===== src/rtl/pool_window_gen_pkg.sv =====
// Shared definitions for the 2x2 pooling window producer and its consumers.
// Holds the pooling geometry, the element ordering inside a packed window,
// and a helper that pulls one element out of a packed window.
package pool_window_gen_pkg;

    localparam int POOL_K    = 2;
    localparam int WIN_ELEMS = POOL_K * POOL_K;

    // Element positions inside a packed window (element k at bits k*BW +: BW).
    localparam int WIN_TL = 0;
    localparam int WIN_TR = 1;
    localparam int WIN_BL = 2;
    localparam int WIN_BR = 3;

    // Widest pixel the extraction helper supports.
    localparam int MAX_BW = 32;

    // Extract element k of a packed window whose elements are bw bits wide.
    function automatic logic [MAX_BW-1:0] win_elem(
        input logic [WIN_ELEMS*MAX_BW-1:0] win,
        input int                          k,
        input int                          bw
    );
        logic [WIN_ELEMS*MAX_BW-1:0] shifted;
        logic [MAX_BW-1:0]           mask;
        shifted = win >> (k * bw);
        mask    = (MAX_BW'(1) << bw) - MAX_BW'(1);
        return shifted[MAX_BW-1:0] & mask;
    endfunction

endpackage


===== src/rtl/pool_window_gen_if.sv =====
// Stream bundle between the pixel producer, the window generator and the
// max unit.
//   in_valid/in_ready/in_data     : pixel stream into the generator
//   win_valid/win_ready/win_data  : packed 2x2 window stream out
//   win_last                      : final window of the frame
// slave  : the window generator's view
// master : the surrounding environment's view
interface pool_window_gen_if
    import pool_window_gen_pkg::*;
#(
    parameter int BITWIDTH = 8
);
    logic                          in_valid;
    logic                          in_ready;
    logic [BITWIDTH-1:0]           in_data;
    logic                          win_valid;
    logic                          win_ready;
    logic [WIN_ELEMS*BITWIDTH-1:0] win_data;
    logic                          win_last;

    modport slave (
        input  in_valid, in_data, win_ready,
        output in_ready, win_valid, win_data, win_last
    );

    modport master (
        output in_valid, in_data, win_ready,
        input  in_ready, win_valid, win_data, win_last
    );
endinterface


===== src/rtl/pool_line_buffer.sv =====
// One-row pixel store for the window generator.
// Ports: clk, we (write enable), addr (column), wdata (pixel in),
//        rdata (combinational read of the same column).
// No reset: contents are don't-care until written, so this maps to LUT RAM.
module pool_line_buffer #(
    parameter int BITWIDTH = 8,
    parameter int DEPTH    = 28,
    parameter int AW       = 5
) (
    input  logic                clk,
    input  logic                we,
    input  logic [AW-1:0]       addr,
    input  logic [BITWIDTH-1:0] wdata,
    output logic [BITWIDTH-1:0] rdata
);
    logic [BITWIDTH-1:0] mem [DEPTH];

    // Synchronous write of the even-row pixel at its column.
    always_ff @(posedge clk) begin
        if (we) begin
            mem[addr] <= wdata;
        end
    end

    assign rdata = mem[addr];
endmodule


===== src/rtl/pool_window_gen.sv =====
// Streaming 2x2 stride-2 window producer for the pooling max stage.
// Ports: clk, rst (async active-high), clear (sync frame abort),
//        bus (pixel in / packed window out, see pool_window_gen_if).
// Even rows are parked in a line buffer; on odd rows the even-column pixel
// and the line-buffer pixel above it are held, and the odd-column pixel
// completes the window, which loads the single output register.
module pool_window_gen
    import pool_window_gen_pkg::*;
#(
    parameter int BITWIDTH = 8,
    parameter int WIDTH    = 28,
    parameter int HEIGHT   = 28
) (
    input  logic                 clk,
    input  logic                 rst,
    input  logic                 clear,
    pool_window_gen_if.slave     bus
);
    localparam int CW = $clog2(WIDTH);
    localparam int RW = $clog2(HEIGHT);
    localparam int WW = WIN_ELEMS * BITWIDTH;

    localparam logic [CW-1:0] COL_MAX  = CW'(WIDTH - 1);
    localparam logic [RW-1:0] ROW_MAX  = RW'(HEIGHT - 1);
    // Odd dimensions drop the trailing column/row, so the last full window
    // ends one position earlier.
    localparam logic [CW-1:0] LAST_COL = CW'((WIDTH  % 2 == 0) ? WIDTH  - 1 : WIDTH  - 2);
    localparam logic [RW-1:0] LAST_ROW = RW'((HEIGHT % 2 == 0) ? HEIGHT - 1 : HEIGHT - 2);

    logic [CW-1:0]       col_q, col_d;
    logic [RW-1:0]       row_q, row_d;
    logic                win_valid_q, win_valid_d;
    logic                win_last_q, win_last_d;
    logic [WW-1:0]       win_data_q, win_data_d;
    logic [BITWIDTH-1:0] hold_top_q, hold_top_d;
    logic [BITWIDTH-1:0] hold_bot_q, hold_bot_d;

    logic                in_ready_s;
    logic                in_hs_s;
    logic                lb_we_s;
    logic [BITWIDTH-1:0] lb_rdata_s;

    pool_line_buffer #(
        .BITWIDTH (BITWIDTH),
        .DEPTH    (WIDTH),
        .AW       (CW)
    ) u_line_buffer (
        .clk   (clk),
        .we    (lb_we_s),
        .addr  (col_q),
        .wdata (bus.in_data),
        .rdata (lb_rdata_s)
    );

    // Next-state logic: counters, hold registers, output register, buffer write.
    always_comb begin
        // Stall only when a window is waiting and not being drained this cycle.
        in_ready_s  = !(win_valid_q && !bus.win_ready);
        in_hs_s     = bus.in_valid && in_ready_s;
        col_d       = col_q;
        row_d       = row_q;
        win_valid_d = win_valid_q;
        win_last_d  = win_last_q;
        win_data_d  = win_data_q;
        hold_top_d  = hold_top_q;
        hold_bot_d  = hold_bot_q;
        lb_we_s     = 1'b0;

        if (clear) begin
            // Abort wins over any handshake; an accepted pixel is discarded.
            col_d       = '0;
            row_d       = '0;
            win_valid_d = 1'b0;
            win_last_d  = 1'b0;
        end else begin
            if (win_valid_q && bus.win_ready) begin
                win_valid_d = 1'b0;
            end else begin
                win_valid_d = win_valid_q;
            end

            if (in_hs_s) begin
                if (col_q == COL_MAX) begin
                    col_d = '0;
                    if (row_q == ROW_MAX) begin
                        row_d = '0;
                    end else begin
                        row_d = row_q + RW'(1);
                    end
                end else begin
                    col_d = col_q + CW'(1);
                    row_d = row_q;
                end

                case ({row_q[0], col_q[0]})
                    2'b00, 2'b01: begin
                        lb_we_s = 1'b1;
                    end
                    2'b10: begin
                        hold_bot_d = bus.in_data;
                        hold_top_d = lb_rdata_s;
                    end
                    2'b11: begin
                        // A load overrides the drain above in the same cycle.
                        win_data_d[WIN_TL*BITWIDTH +: BITWIDTH] = hold_top_q;
                        win_data_d[WIN_TR*BITWIDTH +: BITWIDTH] = lb_rdata_s;
                        win_data_d[WIN_BL*BITWIDTH +: BITWIDTH] = hold_bot_q;
                        win_data_d[WIN_BR*BITWIDTH +: BITWIDTH] = bus.in_data;
                        win_valid_d = 1'b1;
                        win_last_d  = (row_q == LAST_ROW) && (col_q == LAST_COL);
                    end
                    default: begin
                        lb_we_s = 1'b0;
                    end
                endcase
            end else begin
                col_d = col_q;
                row_d = row_q;
            end
        end
    end

    // State registers with asynchronous reset.
    always_ff @(posedge clk or posedge rst) begin
        if (rst) begin
            col_q       <= '0;
            row_q       <= '0;
            win_valid_q <= 1'b0;
            win_last_q  <= 1'b0;
            win_data_q  <= '0;
            hold_top_q  <= '0;
            hold_bot_q  <= '0;
        end else begin
            col_q       <= col_d;
            row_q       <= row_d;
            win_valid_q <= win_valid_d;
            win_last_q  <= win_last_d;
            win_data_q  <= win_data_d;
            hold_top_q  <= hold_top_d;
            hold_bot_q  <= hold_bot_d;
        end
    end

    assign bus.in_ready  = in_ready_s;
    assign bus.win_valid = win_valid_q;
    assign bus.win_data  = win_data_q;
    assign bus.win_last  = win_last_q;
endmodule


===== src/flat_wrapper.sv =====
// flat-port wrapper written by rule: the top's interface ports become plain ports
module pool_window_gen_flat import pool_window_gen_pkg::*;
#(
    parameter int BITWIDTH = 8,
    parameter int WIDTH    = 28,
    parameter int HEIGHT   = 28
)
  (clk, rst, clear, bus_in_valid, bus_in_data, bus_win_ready, bus_in_ready, bus_win_valid, bus_win_data, bus_win_last);
  pool_window_gen_if #(.BITWIDTH(BITWIDTH)) bus_i ();
  input  logic clk;
  input  logic rst;
  input  logic clear;
  input wire logic [$bits(bus_i.in_valid)-1:0] bus_in_valid;
  input wire logic [$bits(bus_i.in_data)-1:0] bus_in_data;
  input wire logic [$bits(bus_i.win_ready)-1:0] bus_win_ready;
  output wire logic [$bits(bus_i.in_ready)-1:0] bus_in_ready;
  output wire logic [$bits(bus_i.win_valid)-1:0] bus_win_valid;
  output wire logic [$bits(bus_i.win_data)-1:0] bus_win_data;
  output wire logic [$bits(bus_i.win_last)-1:0] bus_win_last;
  assign bus_i.in_valid = bus_in_valid;
  assign bus_i.in_data = bus_in_data;
  assign bus_i.win_ready = bus_win_ready;
  assign bus_in_ready = bus_i.in_ready;
  assign bus_win_valid = bus_i.win_valid;
  assign bus_win_data = bus_i.win_data;
  assign bus_win_last = bus_i.win_last;
  pool_window_gen #(.BITWIDTH(BITWIDTH), .WIDTH(WIDTH), .HEIGHT(HEIGHT)) u_core (.clk(clk), .rst(rst), .clear(clear), .bus(bus_i));
endmodule

===== config.mk =====
export PLATFORM = sky130hd
export DESIGN_NAME = pool_window_gen_flat
export DESIGN_NICKNAME = d
export VERILOG_FILES = /design/src/rtl/pool_window_gen_pkg.sv /design/src/rtl/pool_window_gen_if.sv /design/src/rtl/pool_line_buffer.sv /design/src/rtl/pool_window_gen.sv /design/src/flat_wrapper.sv
export SDC_FILE = /design/constraint.sdc
export NUM_CORES = 1
export LEC_CHECK = 0
export CAP_MARGIN = 20
export CORE_MARGIN = 2
export CORE_UTILIZATION = 45
export DETAILED_ROUTE_END_ITERATION = 12
export GPL_TIMING_DRIVEN = 0
export SLEW_MARGIN = 5
export SYNTH_ARGS = -nofsm -noshare
export SYNTH_HDL_FRONTEND = slang
export SYNTH_SLANG_ARGS = --single-unit

===== constraint.sdc =====
create_clock -name clk -period 3.64 [get_ports clk]
set_clock_uncertainty 0.15 [all_clocks]
set_input_delay 0.364 -clock clk [delete_from_list [all_inputs] [get_ports clk]]
set_output_delay 0.364 -clock clk [all_outputs]
set_load 0.02 [all_outputs]

; Word-level counts from Yosys, hierarchy flattened
; Memory sizes are Yosys's and may differ from the RTL's.
; Index checks and enable logic that the tools add are counted.
[totals]
reg_bits = 60
ram_bits = 224
input_bits = 13
out_inout_bits = 35
wordCells = 50
n_memories = 1
[memory_table]
columns = name, depth, word_bits, rd, rd_ports_with_merged_regs, wr, line_no
row1 = u_core.u_line_buffer.mem, 28, 8, 1, 0, 1, pool_line_buffer.sv:16  ; logic [BITWIDTH-1:0] mem [DEPTH];
[op_classes]
add_sub_neg = 2
eq_ne = 5
mux = 19
n_bitwise = 1
reduce_logical = 15
[op_table]
columns = operator, count
row1 = 2-to-1 mux 5 bit, 7
row2 = 2-to-1 mux 1 bit, 12
row3 = adder 5 x 1 -> 5 bit (second input constant), 2
row4 = == test 5 bit (second input constant), 2
row5 = AND reduction 3 bit, 2
row6 = nonzero test 2 bit, 3
row7 = == test 2 bit (second input constant), 2
row8 = logical AND 1 bit, 4
row9 = AND reduction 2 bit, 2
row10 = == test 2 x 1 -> 1 bit (second input constant), 1
row11 = zero test 1 bit, 2
row12 = zero test 2 bit, 1
row13 = OR reduction 2 bit, 1
row14 = inverter 1 bit, 1

; Logic depth before layout (Yosys ltp)
[depth]
word_depth = 8
mapped_depth = 8
mapped_depth_nobuf = 5

; By module
; A second synthesis with hierarchy kept.
[unflattened]
hier_cells = 624
area_unflattened_um2 = 11262.1
[by_module_without_submodules]
columns = module, instances, cells_per_inst, area_per_inst_um2, seq_area_each_um2
row1 = pool_line_buffer, 1, 454, 8799.7, 6726.5
row2 = pool_window_gen, 1, 170, 2462.4, 1501.4

; Worst setup path after synthesis
; No wires, ideal clock.
[synth_path]
path_kind = reg-to-reg
startpoint = register u_core.win_valid_q (netlist: u_core.bus.win_valid)
endpoint = memory u_core.u_line_buffer.mem[0][0] (enable)
setup_time_ns = 0.370
arrival_ns = 1.833
t_required_ns = 3.120
setup_slack_ns = 1.286
path_stages_with_launch = 5
n_path_buf = 0
period_less_slack_ns = 2.354
path_cell_list = dfrtp_1 and2b_1 nor4b_1 nand2_1 nor2_1
[synth_between]
elab_chain_len = 7
[synth_lines]
columns = item, line_no
row1 = start: declaration, pool_window_gen.sv:32  ; logic win_valid_q, win_valid_d;
row2 = start signal: assignment, pool_window_gen.sv:136  ; win_valid_q <= win_valid_d;
row3 = logical AND 1 bit, pool_window_gen.sv:58  ; in_ready_s = !(win_valid_q && !bus.win_ready);
row4 = zero test 1 bit, pool_window_gen.sv:58
row5 = logical AND 1 bit, pool_window_gen.sv:59  ; in_hs_s = bus.in_valid && in_ready_s;
row6 = 2-to-1 mux 1 bit, pool_window_gen.sv:82  ; if (in_hs_s) begin
row7 = 2-to-1 mux 1 bit, pool_window_gen.sv:69  ; if (clear) begin
row8 = 2-to-1 mux 1 bit, pool_line_buffer.sv:20  ; if (we) begin
row9 = 2-to-1 mux 1 bit (implied by the code), pool_line_buffer.sv:21  ; mem[addr] <= wdata;
row10 = end: declaration, pool_line_buffer.sv:16
; No other way between the ends.

; Worst setup path in the final report
[layout_path]
startpoint = input port clear
endpoint = memory u_core.u_line_buffer.mem[0][4] (enable)
[layout_between]
elab_chain_len = 3
[layout_lines]
columns = item, line_no
row1 = start: declaration, flat_wrapper.sv:12  ; input logic clear;
row2 = 2-to-1 mux 1 bit, pool_window_gen.sv:69
row3 = 2-to-1 mux 1 bit, pool_line_buffer.sv:20
row4 = 2-to-1 mux 1 bit (implied by the code), pool_line_buffer.sv:21
; No other way between the ends.

==> qor.txt <==
Pre-Repair DR Iteration Count - 5
Port Buf Inserts - 47
Num ports - 48
Multi-input logic area - 2840 um^2
WL met1 - 11,200 um
CTS clock-pin slew for the worst setup and hold paths - 60 ps
Fin crit share - 0.915
Mux contribution to synthesized area - 0.145
Clock Path Buffers - 3
Pin count of the biggest net entering global routing - 35
CTS buffer count - 28
Worst r2r src - u_core.row_q[0]
FF-to-FF setup slack - 460 ps
Routability cong. - 0.903
Root buffer cell - clkbuf_16
Initial Util - 0.461
Number of synthesized flops with an enable pin - 224
# diodes - 0
Post-synth cell types - 55
Area grow syn2layout - 17.0%
Worst hold path type - in2async
DP Area - 12,200 um^2
Cts hold-fix bufs - 0
FF+latch area - 8230 um^2
Max incr delay on CP - 870 ps
Yosys warnings - 0
Worst path arrival time - 3350 ps
Leakage power - 0.00458 uW
Detailed Route WL - 23,900 um
Max Cap Viol - 0
VDD IR max - 0.406 mV
Simple-Gate Fraction of Synth Area - 0.0559
CP top delay family - simple AND/OR/NAND/NOR gates
Power consumption - 6610 uW
Clk_lat worst skew - 540 ps
Uppermost routed layer - met4
CTS tree - built
Die Ht - 162 um
RSZ-0062 raised after global routing - no
DR vias/cell - 5.59
Post-Syn Instances - 605
Worst R2R End - u_core.u_line_buffer.mem[0][4]
Setup CP Type - in2reg
GRT overflow - 0
Num Clock Sinks - 284
Cell Pwr Density - 502 nW/um^2
Initial DRC count - 539
Post-CTS Setup Inserts - 0
WL met2 - 11,100 um
Global-route wire length before repair - 36,600 um
Core ar. - 24,500 um^2
Synth Area in Compound Gates - 0.0436
Max Slew Vio Count - 0
Initial antenna violation count - 0
Min Hold Slack - 65.2 ps
Largest family of logic cells by synthesized area - multiplexers
Site Rows - 57
CP endpoint kind - flop
Tot GR Track Use - 0.187
Worst slew pin tran - 1040 ps
Die W - 162 um
Post-synthesis xor/xnor area fraction - 0.000777
DP Worst Slack - -221 ps
Critical Path Source Type - primary input
Number of global-route vias before repair - 5,918
Max-slew headroom - 0.302
Final hold vios - 0
Fillers - 1,951
F_max - 300 MHz
Wire length per cell - 23.1 um
Asr flop ratio synth - 0.211
Ordered list of cells on the worst path - clkdlybuf4s50_1 -> clkbuf_1 -> nor4b_1 -> nand2_1 -> nor2_1
Worst-path fanout max - 10
Met3 WL post-DR - 1000 um
Final Critical Period - 3330 ps
Synth Flop Type - edfxtp_1
Status - finished, final reports clean
#FFs+latches synth - 284
Avg Inst Size Synth - 18.6 um^2
Via count - 5,787
Synthesized Nets - 624
H-tree depth - 1
Seq/Total Area, Yosys - 0.730
# resized after CTS - 0
Die area - 26,300 um^2
Setup ws final - 310 ps
Critical-path top delay cell - nor4b_1
Setup Viol. Count Final - 0
Antenna viol nets, final - 0
DP HPWL - 15,900 um
CP Buf/Inv Count - 2
Netlist Area Pre-Place - 11,300 um^2
DRC Markers - 0
Adder-cell share of the synthesized area - 0.00666
Fraction of layout cells with a size suffix above 1 - 0.215
Final net count - 710
R2R depth - 4
Finished Cell Area - 13,200 um^2
Data required, critical path - 3660 ps
## registers in the layout (all words and copies together) (netlist names)
signal                    flops
u_core.row_q                  5
u_core.bus.win_data          32
u_core.bus.win_last           1
u_core.col_q                  5
u_core.hold_bot_q             8
u_core.bus.win_valid          1
u_core.hold_top_q             8
u_core.u_line_buffer.mem    224
## cell usage in the layout (no fill, tap or decap), drive strengths merged, types with 4 or more instances in the layout
master and count:
a221oi 7, inv 7, nand2 21, nor3b 4, nor2 45, dfrtp 60
and3 14, clkbuf 51, mux4 52, a22o 8, or4 4, clkinv 11
edfxtp 224, a21oi 26, mux2i 9, o31ai 5, buf 28, ha 6
clkdlybuf4s50 47, a22oi 7, mux2 32
## synthesized netlist by cell type, drive strengths merged, types with 2 or more instances
cell       n  area, um^2
a31oi      2        12.5
edfxtp   224        6730
and4b      2        20.0
nor2      45         169
mux2i      9        90.1
mux4      52        1190
a21oi     26         130
a221oi     7        73.8
dfrtp     60        1500
nand3      3        15.0
buf       19         128
and2b      2        15.0
a2111oi    2        55.1
a22oi      7        52.6
nor3b      4        40.0
nand3b     2        15.0
inv        7        26.3
o21ai      2        10.0
o22ai      3        25.0
and2       3        18.8
a22o       8        70.1
mux2      32         360
or3        3        18.8
or3b       2        17.5
o31ai      5        37.5
ha         6        75.1
or4        4        30.0
clkbuf    13        48.8
and3      14        87.6
nand4b     2        17.5
nand2     21        78.8
nor4b      2        32.5
## how the worst max path moves through the flow
stage	cells after the start	endpoint	start	slack, ps
final	5	u_core.u_line_buffer.mem[0][4]	clear	310
after global routing	5	u_core.u_line_buffer.mem[2][4]	clear	30
after CTS	5	u_core.u_line_buffer.mem[4][5]	clear	350
after detailed placement	5	u_core.u_line_buffer.mem[4][3]	clear	-220
after global placement	5	u_core.u_line_buffer.mem[4][3]	clear	-120
after floorplan	4	u_core.u_line_buffer.mem[0][0]	u_core.bus.win_valid	1290
## cells by family (layout without fill, tap and decap cells)
group	Yosys count	count (layout)
buf+inv	40	146
mux	93	93
flops	284	284
fa+ha+maj	6	6
simple gates	116	116
compound gates	65	65
xor+xnor	1	1
## per-layer routing
metal | GRT usage | vias to the layer above
li1 | - | 2599
met1 | 0.285 | 3025
met2 | 0.285 | 130
met3 | 0.0237 | 33
met4 | 0.0563 | 0
met5 | 0 | -
## area by class of cell
class | instances | share of cell area
Inverter | 8 | 0.00228
Buffer | 32 | 0.0134
Tap cell | 324 | 0.0307
Timing Repair Buffer | 56 | 0.0481
Sequential cell | 284 | 0.624
Multi-Input combinational cell | 281 | 0.216
Clock inverter | 12 | 0.00873
Clock buffer | 38 | 0.0575
## through the flow
stage,util,TNS [ps],instances
detailed placement,0.499,-30980,978
global route,0.539,0,1035
finish,0.539,0,1035
floorplan,-,0,605
global placement,0.497,-13790,976
CTS,0.534,0,1028
## power breakdown
group / switching [uW] / internal, uW / leakage (uW)
Combinational: 203 / 147 / 0.00131
Clock: 1140 / 1590 / 0.000428
Sequential: 9.55 / 3520 / 0.00284
## worst register-to-register path: stages, from the launching register on
cell      delay, ps
dfrtp_1         380
clkbuf_1        180
nor4b_1         860
nand2_1         490
nor2_1          760
No activity file was read; power rests on OpenSTA's default activity.
